`src/rtl/stack_ctrl_pkg.sv`:
```
// Shared types and encodings for the stack-machine controller:
// FSM states, opcodes, push-source selects and fault codes.
package stack_ctrl_pkg;

    typedef enum logic [3:0] {
        S_FETCH,
        S_DECODE,
        S_POP_X,
        S_POP_Y,
        S_EXEC,
        S_MEM,
        S_JUMP,
        S_PUSH_A,
        S_PUSH_B,
        S_HALT,
        S_FAULT
    } ctrl_state_t;

    localparam logic [3:0] OP_ADD  = 4'b0000;
    localparam logic [3:0] OP_SUB  = 4'b0001;
    localparam logic [3:0] OP_AND  = 4'b0010;
    localparam logic [3:0] OP_NOT  = 4'b0011;
    localparam logic [3:0] OP_PUSH = 4'b0100;
    localparam logic [3:0] OP_POP  = 4'b0101;
    localparam logic [3:0] OP_JMP  = 4'b0110;
    localparam logic [3:0] OP_JZ   = 4'b0111;
    localparam logic [3:0] OP_DUP  = 4'b1000;
    localparam logic [3:0] OP_DROP = 4'b1001;
    localparam logic [3:0] OP_HALT = 4'b1010;

    localparam logic [1:0] SRC_ALU = 2'b00;
    localparam logic [1:0] SRC_MEM = 2'b01;
    localparam logic [1:0] SRC_X   = 2'b10;

    localparam logic [1:0] FLT_NONE      = 2'b00;
    localparam logic [1:0] FLT_UNDERFLOW = 2'b01;
    localparam logic [1:0] FLT_OVERFLOW  = 2'b10;
    localparam logic [1:0] FLT_ILLEGAL   = 2'b11;

    // Stack entries an opcode must find before it may start.
    function automatic logic [1:0] min_entries(input logic [3:0] op);
        case (op)
            OP_ADD, OP_SUB, OP_AND:                    return 2'd2;
            OP_NOT, OP_POP, OP_JZ, OP_DUP, OP_DROP:    return 2'd1;
            default:                                   return 2'd0;
        endcase
    endfunction

    function automatic logic is_legal(input logic [3:0] op);
        return op <= OP_HALT;
    endfunction

endpackage

```
`src/rtl/stack_ctrl_v2_if.sv`:
```
// Controller <-> datapath bundle: opcode/status in, strobes and status out.
// The master side is the controller.
interface stack_ctrl_v2_if #(
    parameter int unsigned STACK_DEPTH = 8
);
    localparam int unsigned SP_W = $clog2(STACK_DEPTH + 1);

    logic [3:0]      op_code;
    logic            nor_top;
    logic            mem_ready;
    logic            ir_write;
    logic            pc_update;
    logic            pc_write;
    logic            adr_src;
    logic            mem_read;
    logic            mem_write;
    logic            push;
    logic            pop;
    logic            x_write;
    logic            y_write;
    logic [1:0]      stack_src;
    logic [1:0]      alu_control;
    logic [SP_W-1:0] sp_count;
    logic            instr_done;
    logic            halted;
    logic            fault;
    logic [1:0]      fault_code;

    modport master (
        input  op_code, nor_top, mem_ready,
        output ir_write, pc_update, pc_write, adr_src, mem_read, mem_write,
               push, pop, x_write, y_write, stack_src, alu_control,
               sp_count, instr_done, halted, fault, fault_code
    );

    modport slave (
        output op_code, nor_top, mem_ready,
        input  ir_write, pc_update, pc_write, adr_src, mem_read, mem_write,
               push, pop, x_write, y_write, stack_src, alu_control,
               sp_count, instr_done, halted, fault, fault_code
    );

endinterface

```
`src/rtl/stack_depth_tracker.sv`:
```
// Stack occupancy counter driven by the push/pop strobes; saturates at
// both ends so it stays meaningful when the controller's checks are off.
module stack_depth_tracker #(
    parameter int unsigned STACK_DEPTH = 8,
    localparam int unsigned SP_W = $clog2(STACK_DEPTH + 1)
) (
    input  logic            clk,
    input  logic            rst,
    input  logic            push,
    input  logic            pop,
    output logic [SP_W-1:0] sp_count,
    output logic            can_pop1,
    output logic            can_pop2,
    output logic            can_push
);

    localparam logic [SP_W-1:0] FULL = SP_W'(STACK_DEPTH);

    always_ff @(posedge clk or posedge rst) begin
        if (rst) begin
            sp_count <= '0;
        end else if (push && !pop && sp_count != FULL) begin
            sp_count <= sp_count + 1'b1;
        end else if (pop && !push && sp_count != '0) begin
            sp_count <= sp_count - 1'b1;
        end
    end

    assign can_pop1 = (sp_count >= SP_W'(1));
    assign can_pop2 = (sp_count >= SP_W'(2));
    assign can_push = (sp_count != FULL);

endmodule

```
`src/rtl/stack_ctrl_v2.sv`:
```
// Multicycle stack-machine controller with occupancy checks, variable
// memory latency (mem_ready), retire pulse and sticky halt/fault status.
module stack_ctrl_v2
    import stack_ctrl_pkg::*;
#(
    parameter int unsigned STACK_DEPTH = 8,
    parameter bit          CHECK_STACK = 1'b1
) (
    input  logic            clk,
    input  logic            rst,
    stack_ctrl_v2_if.master bus
);

    localparam int unsigned SP_W = $clog2(STACK_DEPTH + 1);

    ctrl_state_t     state, state_next;
    logic [1:0]      fault_code_next;
    logic [1:0]      need;
    logic [3:0]      op;
    logic            mem_ready;
    logic            ir_write, pc_update, pc_write, adr_src;
    logic            mem_read, mem_write, push, pop, x_write, y_write;
    logic            instr_done;
    logic [1:0]      stack_src, alu_control;
    logic            can_pop1, can_pop2, can_push;
    logic [SP_W-1:0] sp_count;
    logic            halted, fault;
    logic [1:0]      fault_code;

    assign op        = bus.op_code;
    assign mem_ready = bus.mem_ready;

    stack_depth_tracker #(
        .STACK_DEPTH(STACK_DEPTH)
    ) u_depth (
        .clk      (clk),
        .rst      (rst),
        .push     (push),
        .pop      (pop),
        .sp_count (sp_count),
        .can_pop1 (can_pop1),
        .can_pop2 (can_pop2),
        .can_push (can_push)
    );

    always_ff @(posedge clk or posedge rst) begin
        if (rst) begin
            state <= S_FETCH;
        end else begin
            state <= state_next;
        end
    end

    always_comb begin
        state_next      = state;
        fault_code_next = FLT_NONE;
        need            = min_entries(op);
        case (state)
            S_FETCH:  if (mem_ready) state_next = S_DECODE;
            S_DECODE: begin
                // Check priority: illegal, then underflow, then overflow.
                if (!is_legal(op)) begin
                    state_next      = S_FAULT;
                    fault_code_next = FLT_ILLEGAL;
                end else if (CHECK_STACK && ((need == 2'd2 && !can_pop2) ||
                                             (need == 2'd1 && !can_pop1))) begin
                    state_next      = S_FAULT;
                    fault_code_next = FLT_UNDERFLOW;
                end else if (CHECK_STACK && (op == OP_PUSH || op == OP_DUP) && !can_push) begin
                    state_next      = S_FAULT;
                    fault_code_next = FLT_OVERFLOW;
                end else begin
                    case (op)
                        OP_ADD, OP_SUB, OP_AND, OP_NOT,
                        OP_DUP, OP_DROP:                state_next = S_POP_X;
                        OP_PUSH, OP_POP:                state_next = S_MEM;
                        OP_JMP, OP_JZ:                  state_next = S_JUMP;
                        default:                        state_next = S_HALT;
                    endcase
                end
            end
            S_POP_X: begin
                case (op)
                    OP_ADD, OP_SUB, OP_AND: state_next = S_POP_Y;
                    OP_NOT:                 state_next = S_EXEC;
                    OP_DUP:                 state_next = S_PUSH_A;
                    default:                state_next = S_FETCH;
                endcase
            end
            S_POP_Y:  state_next = S_EXEC;
            S_EXEC:   state_next = S_FETCH;
            S_MEM:    if (mem_ready) state_next = S_FETCH;
            S_JUMP:   state_next = S_FETCH;
            S_PUSH_A: state_next = S_PUSH_B;
            S_PUSH_B: state_next = S_FETCH;
            default:  state_next = state;
        endcase
    end

    // Strobes are forced low while rst is held, even though state reads FETCH.
    always_comb begin
        ir_write    = 1'b0;
        pc_update   = 1'b0;
        pc_write    = 1'b0;
        adr_src     = 1'b0;
        mem_read    = 1'b0;
        mem_write   = 1'b0;
        push        = 1'b0;
        pop         = 1'b0;
        x_write     = 1'b0;
        y_write     = 1'b0;
        stack_src   = SRC_ALU;
        alu_control = 2'b00;
        instr_done  = 1'b0;
        if (!rst) begin
            case (state)
                S_FETCH: begin
                    mem_read  = 1'b1;
                    ir_write  = mem_ready;
                    pc_update = mem_ready;
                end
                S_DECODE: adr_src = 1'b1;
                S_POP_X: begin
                    x_write    = 1'b1;
                    pop        = 1'b1;
                    instr_done = (op == OP_DROP);
                end
                S_POP_Y: begin
                    y_write = 1'b1;
                    pop     = 1'b1;
                end
                S_EXEC: begin
                    push        = 1'b1;
                    stack_src   = SRC_ALU;
                    alu_control = op[1:0];
                    instr_done  = 1'b1;
                end
                S_MEM: begin
                    adr_src    = 1'b1;
                    instr_done = mem_ready;
                    if (op == OP_PUSH) begin
                        mem_read = 1'b1;
                        if (mem_ready) begin
                            push      = 1'b1;
                            stack_src = SRC_MEM;
                        end
                    end else if (mem_ready) begin
                        mem_write = 1'b1;
                        pop       = 1'b1;
                    end
                end
                S_JUMP: begin
                    pc_write   = (op == OP_JZ) ? bus.nor_top : 1'b1;
                    instr_done = 1'b1;
                end
                S_PUSH_A: begin
                    push      = 1'b1;
                    stack_src = SRC_X;
                end
                S_PUSH_B: begin
                    push       = 1'b1;
                    stack_src  = SRC_X;
                    instr_done = 1'b1;
                end
                default: ;
            endcase
        end
    end

    always_ff @(posedge clk or posedge rst) begin
        if (rst) begin
            halted     <= 1'b0;
            fault      <= 1'b0;
            fault_code <= FLT_NONE;
        end else if (state == S_DECODE) begin
            if (state_next == S_FAULT) begin
                fault      <= 1'b1;
                fault_code <= fault_code_next;
            end
            if (state_next == S_HALT) halted <= 1'b1;
        end
    end

    assign bus.ir_write    = ir_write;
    assign bus.pc_update   = pc_update;
    assign bus.pc_write    = pc_write;
    assign bus.adr_src     = adr_src;
    assign bus.mem_read    = mem_read;
    assign bus.mem_write   = mem_write;
    assign bus.push        = push;
    assign bus.pop         = pop;
    assign bus.x_write     = x_write;
    assign bus.y_write     = y_write;
    assign bus.stack_src   = stack_src;
    assign bus.alu_control = alu_control;
    assign bus.sp_count    = sp_count;
    assign bus.instr_done  = instr_done;
    assign bus.halted      = halted;
    assign bus.fault       = fault;
    assign bus.fault_code  = fault_code;

endmodule

```
`src/flat_wrapper.sv`:
```
// flat-port wrapper written by rule: the top's interface ports become plain ports
module stack_ctrl_v2_flat import stack_ctrl_pkg::*;
#(
    parameter int unsigned STACK_DEPTH = 8,
    parameter bit          CHECK_STACK = 1'b1
)
  (clk, rst, bus_op_code, bus_nor_top, bus_mem_ready, bus_ir_write, bus_pc_update, bus_pc_write, bus_adr_src, bus_mem_read, bus_mem_write, bus_push, bus_pop, bus_x_write, bus_y_write, bus_stack_src, bus_alu_control, bus_sp_count, bus_instr_done, bus_halted, bus_fault, bus_fault_code);
  stack_ctrl_v2_if #(.STACK_DEPTH(STACK_DEPTH)) bus_i ();
  input  logic clk;
  input  logic rst;
  input wire logic [$bits(bus_i.op_code)-1:0] bus_op_code;
  input wire logic [$bits(bus_i.nor_top)-1:0] bus_nor_top;
  input wire logic [$bits(bus_i.mem_ready)-1:0] bus_mem_ready;
  output wire logic [$bits(bus_i.ir_write)-1:0] bus_ir_write;
  output wire logic [$bits(bus_i.pc_update)-1:0] bus_pc_update;
  output wire logic [$bits(bus_i.pc_write)-1:0] bus_pc_write;
  output wire logic [$bits(bus_i.adr_src)-1:0] bus_adr_src;
  output wire logic [$bits(bus_i.mem_read)-1:0] bus_mem_read;
  output wire logic [$bits(bus_i.mem_write)-1:0] bus_mem_write;
  output wire logic [$bits(bus_i.push)-1:0] bus_push;
  output wire logic [$bits(bus_i.pop)-1:0] bus_pop;
  output wire logic [$bits(bus_i.x_write)-1:0] bus_x_write;
  output wire logic [$bits(bus_i.y_write)-1:0] bus_y_write;
  output wire logic [$bits(bus_i.stack_src)-1:0] bus_stack_src;
  output wire logic [$bits(bus_i.alu_control)-1:0] bus_alu_control;
  output wire logic [$bits(bus_i.sp_count)-1:0] bus_sp_count;
  output wire logic [$bits(bus_i.instr_done)-1:0] bus_instr_done;
  output wire logic [$bits(bus_i.halted)-1:0] bus_halted;
  output wire logic [$bits(bus_i.fault)-1:0] bus_fault;
  output wire logic [$bits(bus_i.fault_code)-1:0] bus_fault_code;
  assign bus_i.op_code = bus_op_code;
  assign bus_i.nor_top = bus_nor_top;
  assign bus_i.mem_ready = bus_mem_ready;
  assign bus_ir_write = bus_i.ir_write;
  assign bus_pc_update = bus_i.pc_update;
  assign bus_pc_write = bus_i.pc_write;
  assign bus_adr_src = bus_i.adr_src;
  assign bus_mem_read = bus_i.mem_read;
  assign bus_mem_write = bus_i.mem_write;
  assign bus_push = bus_i.push;
  assign bus_pop = bus_i.pop;
  assign bus_x_write = bus_i.x_write;
  assign bus_y_write = bus_i.y_write;
  assign bus_stack_src = bus_i.stack_src;
  assign bus_alu_control = bus_i.alu_control;
  assign bus_sp_count = bus_i.sp_count;
  assign bus_instr_done = bus_i.instr_done;
  assign bus_halted = bus_i.halted;
  assign bus_fault = bus_i.fault;
  assign bus_fault_code = bus_i.fault_code;
  stack_ctrl_v2 #(.STACK_DEPTH(STACK_DEPTH), .CHECK_STACK(CHECK_STACK)) u_core (.clk(clk), .rst(rst), .bus(bus_i));
endmodule
```
`config.mk`:
```
export PLATFORM = sky130hd
export DESIGN_NAME = stack_ctrl_v2_flat
export DESIGN_NICKNAME = d
export VERILOG_FILES = /design/src/rtl/stack_ctrl_pkg.sv /design/src/rtl/stack_ctrl_v2_if.sv /design/src/rtl/stack_depth_tracker.sv /design/src/rtl/stack_ctrl_v2.sv /design/src/flat_wrapper.sv
export SDC_FILE = /design/constraint.sdc
export NUM_CORES = 1
export LEC_CHECK = 0
export CAP_MARGIN = 0
export CORE_MARGIN = 3
export CORE_UTILIZATION = 44
export CTS_CLUSTER_DIAMETER = 120
export DETAILED_ROUTE_END_ITERATION = 7
export GPL_TIMING_DRIVEN = 1
export PLACE_DENSITY_LB_ADDON = 0.08
export SYNTH_ARGS = -nofsm -noshare
export SYNTH_HDL_FRONTEND = slang
export SYNTH_SLANG_ARGS = --single-unit
```
`constraint.sdc`:
```
create_clock -name clk -period 2 [get_ports clk]
set_clock_uncertainty 0.15 [all_clocks]
set_input_delay 0.4 -clock clk [delete_from_list [all_inputs] [get_ports clk]]
set_output_delay 0.4 -clock clk [all_outputs]
set_load 0.01 [all_outputs]
```
==> flow_summary.toml <==
[drt]
via_count = 1579
wl_per_cell_um = 17.9
dr.pass1.iters = 4
drc = 0
viasPerCell = 5.94
antenna_left = 0
drtIter0Drc = 76
wirelength_um = 4770

[cells_and_area]
fin_cells = 266
antenna-diode-count = 0
utilization_pct = 89.8
final_area_um2 = 2240
drive_gt1_share_pct = 60.6
nets = 249
areaGrowthSynthToFinish_pct = 92.3
num-fill-cells = 105

[setup_path]
r2r-start = "u_core.u_depth.sp_count[1]"
worstSetupStartpointType = "input port"
max_stage_delay_ns = 0.29
r2r_setup_slack_ns = -0.16
critPathRequiredTime_ns = 1.45
slowest_stage = "nor4b_4"
crit_arrival_ns = 1.67
ff2ff_path_depth = 8
crit_path_cell_trace = "buf_6, nor4b_4, buf_4, and3_4, nor2_2, nor4_2, buf_2"
setup.worst_path.end_class = "output pin"
r2r-end = "u_core.bus.fault_code[1]"
critPathKind = "in2out"
critPathMaxFanout = 4

[floorplan]
die_y_um = 57.5
ios = 31
core_um2 = 2500
die_area_um2 = 3310
start_util_pct = 46.7
die_width_um = 57.5
rows = 18

[grt]
grt_busiest_layer = "met2"
met2_usage_pct = 41.5
overflow = 0
grt_max_degree = 13
grt_pass1_wl_um = 6420
grt_use_met3_pct = 3.17
grt_pass1_vias = 1394
antenna_found_initial = 0
grtUsageTotal_pct = 24.3
grtUsageMet1_pct = 31.8

[sta]
slew_violations = 0
hold_slack_ns = 0.323
setup-violations-final = 19
final.setup.tns_ns = -1.37
max_slew_margin_pct = 74.6
rsz0062_at_grt = "true"
hold_viol_final = 0
fin_crit_sh_pct = 111
timing.fmax_mhz = 451
tightest_slew_ns = 0.380
finalWorstSetupSlack_ns = -0.217
period_needed_ns = 2.22

[synth]
synth_top_cell_area_share_pct = 25.7
synth-edff-count = 0
syn_nets = 165
ys_seq_area_share_pct = 25.7
syn_inst = 153
yosys_warnings = 0
synth-async-reset-ratio_pct = 100
syn_avg_cell_area_um2 = 7.63
ys_types = 48
syn-cell-area_um2 = 1170
ys.flop_type = "dfrtp_1"
yosys-top-cells-area = "dfrtp_1, nor2_1, nand2_1, ha_1, nor3_1"
yosys.area.top_type = "dfrtp_1"
synth-seq-cells = 12

[power]
comb_power_share_pct = 28.6
power_mw = 0.635
p_leak_nw = 1.01
peakVddDrop_mv = 0.450
switching_share_pct = 29.8
clock_power_share_pct = 31.5
internal_power_mw = 0.445
power-per-cell-area_nw_per_um2 = 283
seq_power_share_pct = 39.9
p_sw_mw = 0.189

[hold_path]
hold_path_class = "reg2reg"
min_from = "u_core.bus.fault"
hold_end = "u_core.bus.fault"
hold_path_depth = 1

[status]
failed_checks = "negative setup slack"
status = "finished with violations"

[place]
preCtsSetupSlack_ns = -0.845
routabilityCongestion = 0.919
placed_area_um2 = 1820
port-buffer-count = 30
post-dp-hpwl_um = 2760
dp_cells = 246

[clock_tree]
max-clock-path-buffers = 2
cts_made_buffers = 3
htreeDepth = 1
cts_tree = "done"
cts.clk_slew.worst_paths_ns = 0.08
cts_sinks = 12
clock-root-buffer = "clkbuf_4"
insertion_delay_ns = 0.28

[run]
maxCapViolCount = 0
## critical path, delay by kind of cell
family,cells,cell delay [ns]
and+or+nand+nor,4,0.79
buffers and inverters,3,0.47
## cells by family (layout without fill, tap and decap cells)
| logic type | after synthesis | in the layout | synth area share (%) |
|---|---|---|---|
| AO/OA/AOI/OAI | 35 | 35 | 21.4 |
| XOR/XNOR | 3 | 3 | 2.25 |
| buffers and inverters | 16 | 99 | 6.64 |
| adder cells (fa/ha/maj) | 5 | 5 | 5.25 |
| multiplexers | 2 | 2 | 1.82 |
| flip-flops | 12 | 12 | 25.7 |
| AND/OR/NAND/NOR | 80 | 80 | 36.9 |
## cells in the mapped netlist, types with 2 or more instances
cell,n
inv_1,4
clkbuf_1,5
dfrtp_1,12
nor4b_2,2
a21oi_2,2
o21ai_0,5
and3_1,6
a211oi_1,5
a22o_1,2
nor4_1,3
nor3_1,10
a21oi_1,6
nor2b_1,3
buf_2,5
ha_1,4
o21bai_1,2
nand3_1,2
nand2_1,15
or2_1,2
nand4_1,2
xnor2_1,2
nor2_1,23
o21ai_1,3
nand2b_1,4
## cell type report
cell class                      instances  area (µm²)  area share (%)
Clock buffer                            4        36.3            1.62
Timing Repair Buffer                   91         761            33.9
Multi-Input combinational cell        125        1090            48.4
Sequential cell                        12         305            13.6
Inverter                                4        17.5           0.780
Tap cell                               30        37.5            1.67
## metal layers
layer  share of wire, %  vias up
met5                  0        -
met1                 40      764
met3                6.9       19
met4                3.6        0
met2                 49       88
li1                   -      708
## state kept, by name (all words and copies together), names as in the netlist
signal and cells:
u_core.bus.halted 1, u_core.bus.fault 1, u_core.bus.fault_code 2, u_core.u_depth.sp_count 4
u_core.state 4
## how the worst max path moves through the flow
| stage | start | end | slack [ns] | cells after the start |
|---|---|---|---|---|
| after floorplan | u_core.u_depth.sp_count[1] | u_core.bus.fault_code[1] | -0.1 | 8 |
| after global placement | bus_op_code[1] | bus_push | -0.76 | 5 |
| after detailed placement | bus_op_code[1] | bus_mem_read | -0.84 | 6 |
| after CTS | u_core.u_depth.sp_count[1] | u_core.bus.fault_code[1] | -0.14 | 8 |
| after global routing | u_core.state[0] | bus_instr_done | -0.31 | 8 |
| final | bus_op_code[0] | bus_mem_read | -0.22 | 7 |
## what timing repair did
action / CTS / global route
gates resized for setup: 108 / 50
pin swaps: 15 / 21
setup buffers: 12 / 6
hold buffers: 0 / 0
setup endpoints to repair: 26 / 25
## power groups by stage
| stage | logic, mW | registers (mW) | clock network [mW] |
|---|---|---|---|
| 2_1_floorplan | 0.0723 | 0.259 | 0 |
| 3_3_place_gp | 0.140 | 0.257 | 0 |
| 3_5_place_dp | 0.144 | 0.257 | 0 |
| 4_1_cts | 0.153 | 0.252 | 0.200 |
| 5_1_grt | 0.193 | 0.254 | 0.209 |
| 6_report | 0.182 | 0.253 | 0.200 |
## cell usage in the layout, fill, tap and decap left out, types with 3 or more instances in the layout
| cell | count |
|---|---|
| nor3_2 | 4 |
| buf_6 | 22 |
| o21ai_0 | 5 |
| nor2_2 | 3 |
| o21ai_1 | 3 |
| nor2_1 | 18 |
| buf_2 | 11 |
| a211oi_2 | 3 |
| clkdlybuf4s50_1 | 9 |
| a21oi_1 | 4 |
| clkbuf_4 | 3 |
| nor3_1 | 4 |
| a21oi_2 | 4 |
| dfrtp_2 | 4 |
| nand2b_4 | 4 |
| dfrtp_1 | 8 |
| buf_4 | 46 |
| nand2_1 | 13 |
| and3_4 | 5 |
(Power assumes the default switching activity.)
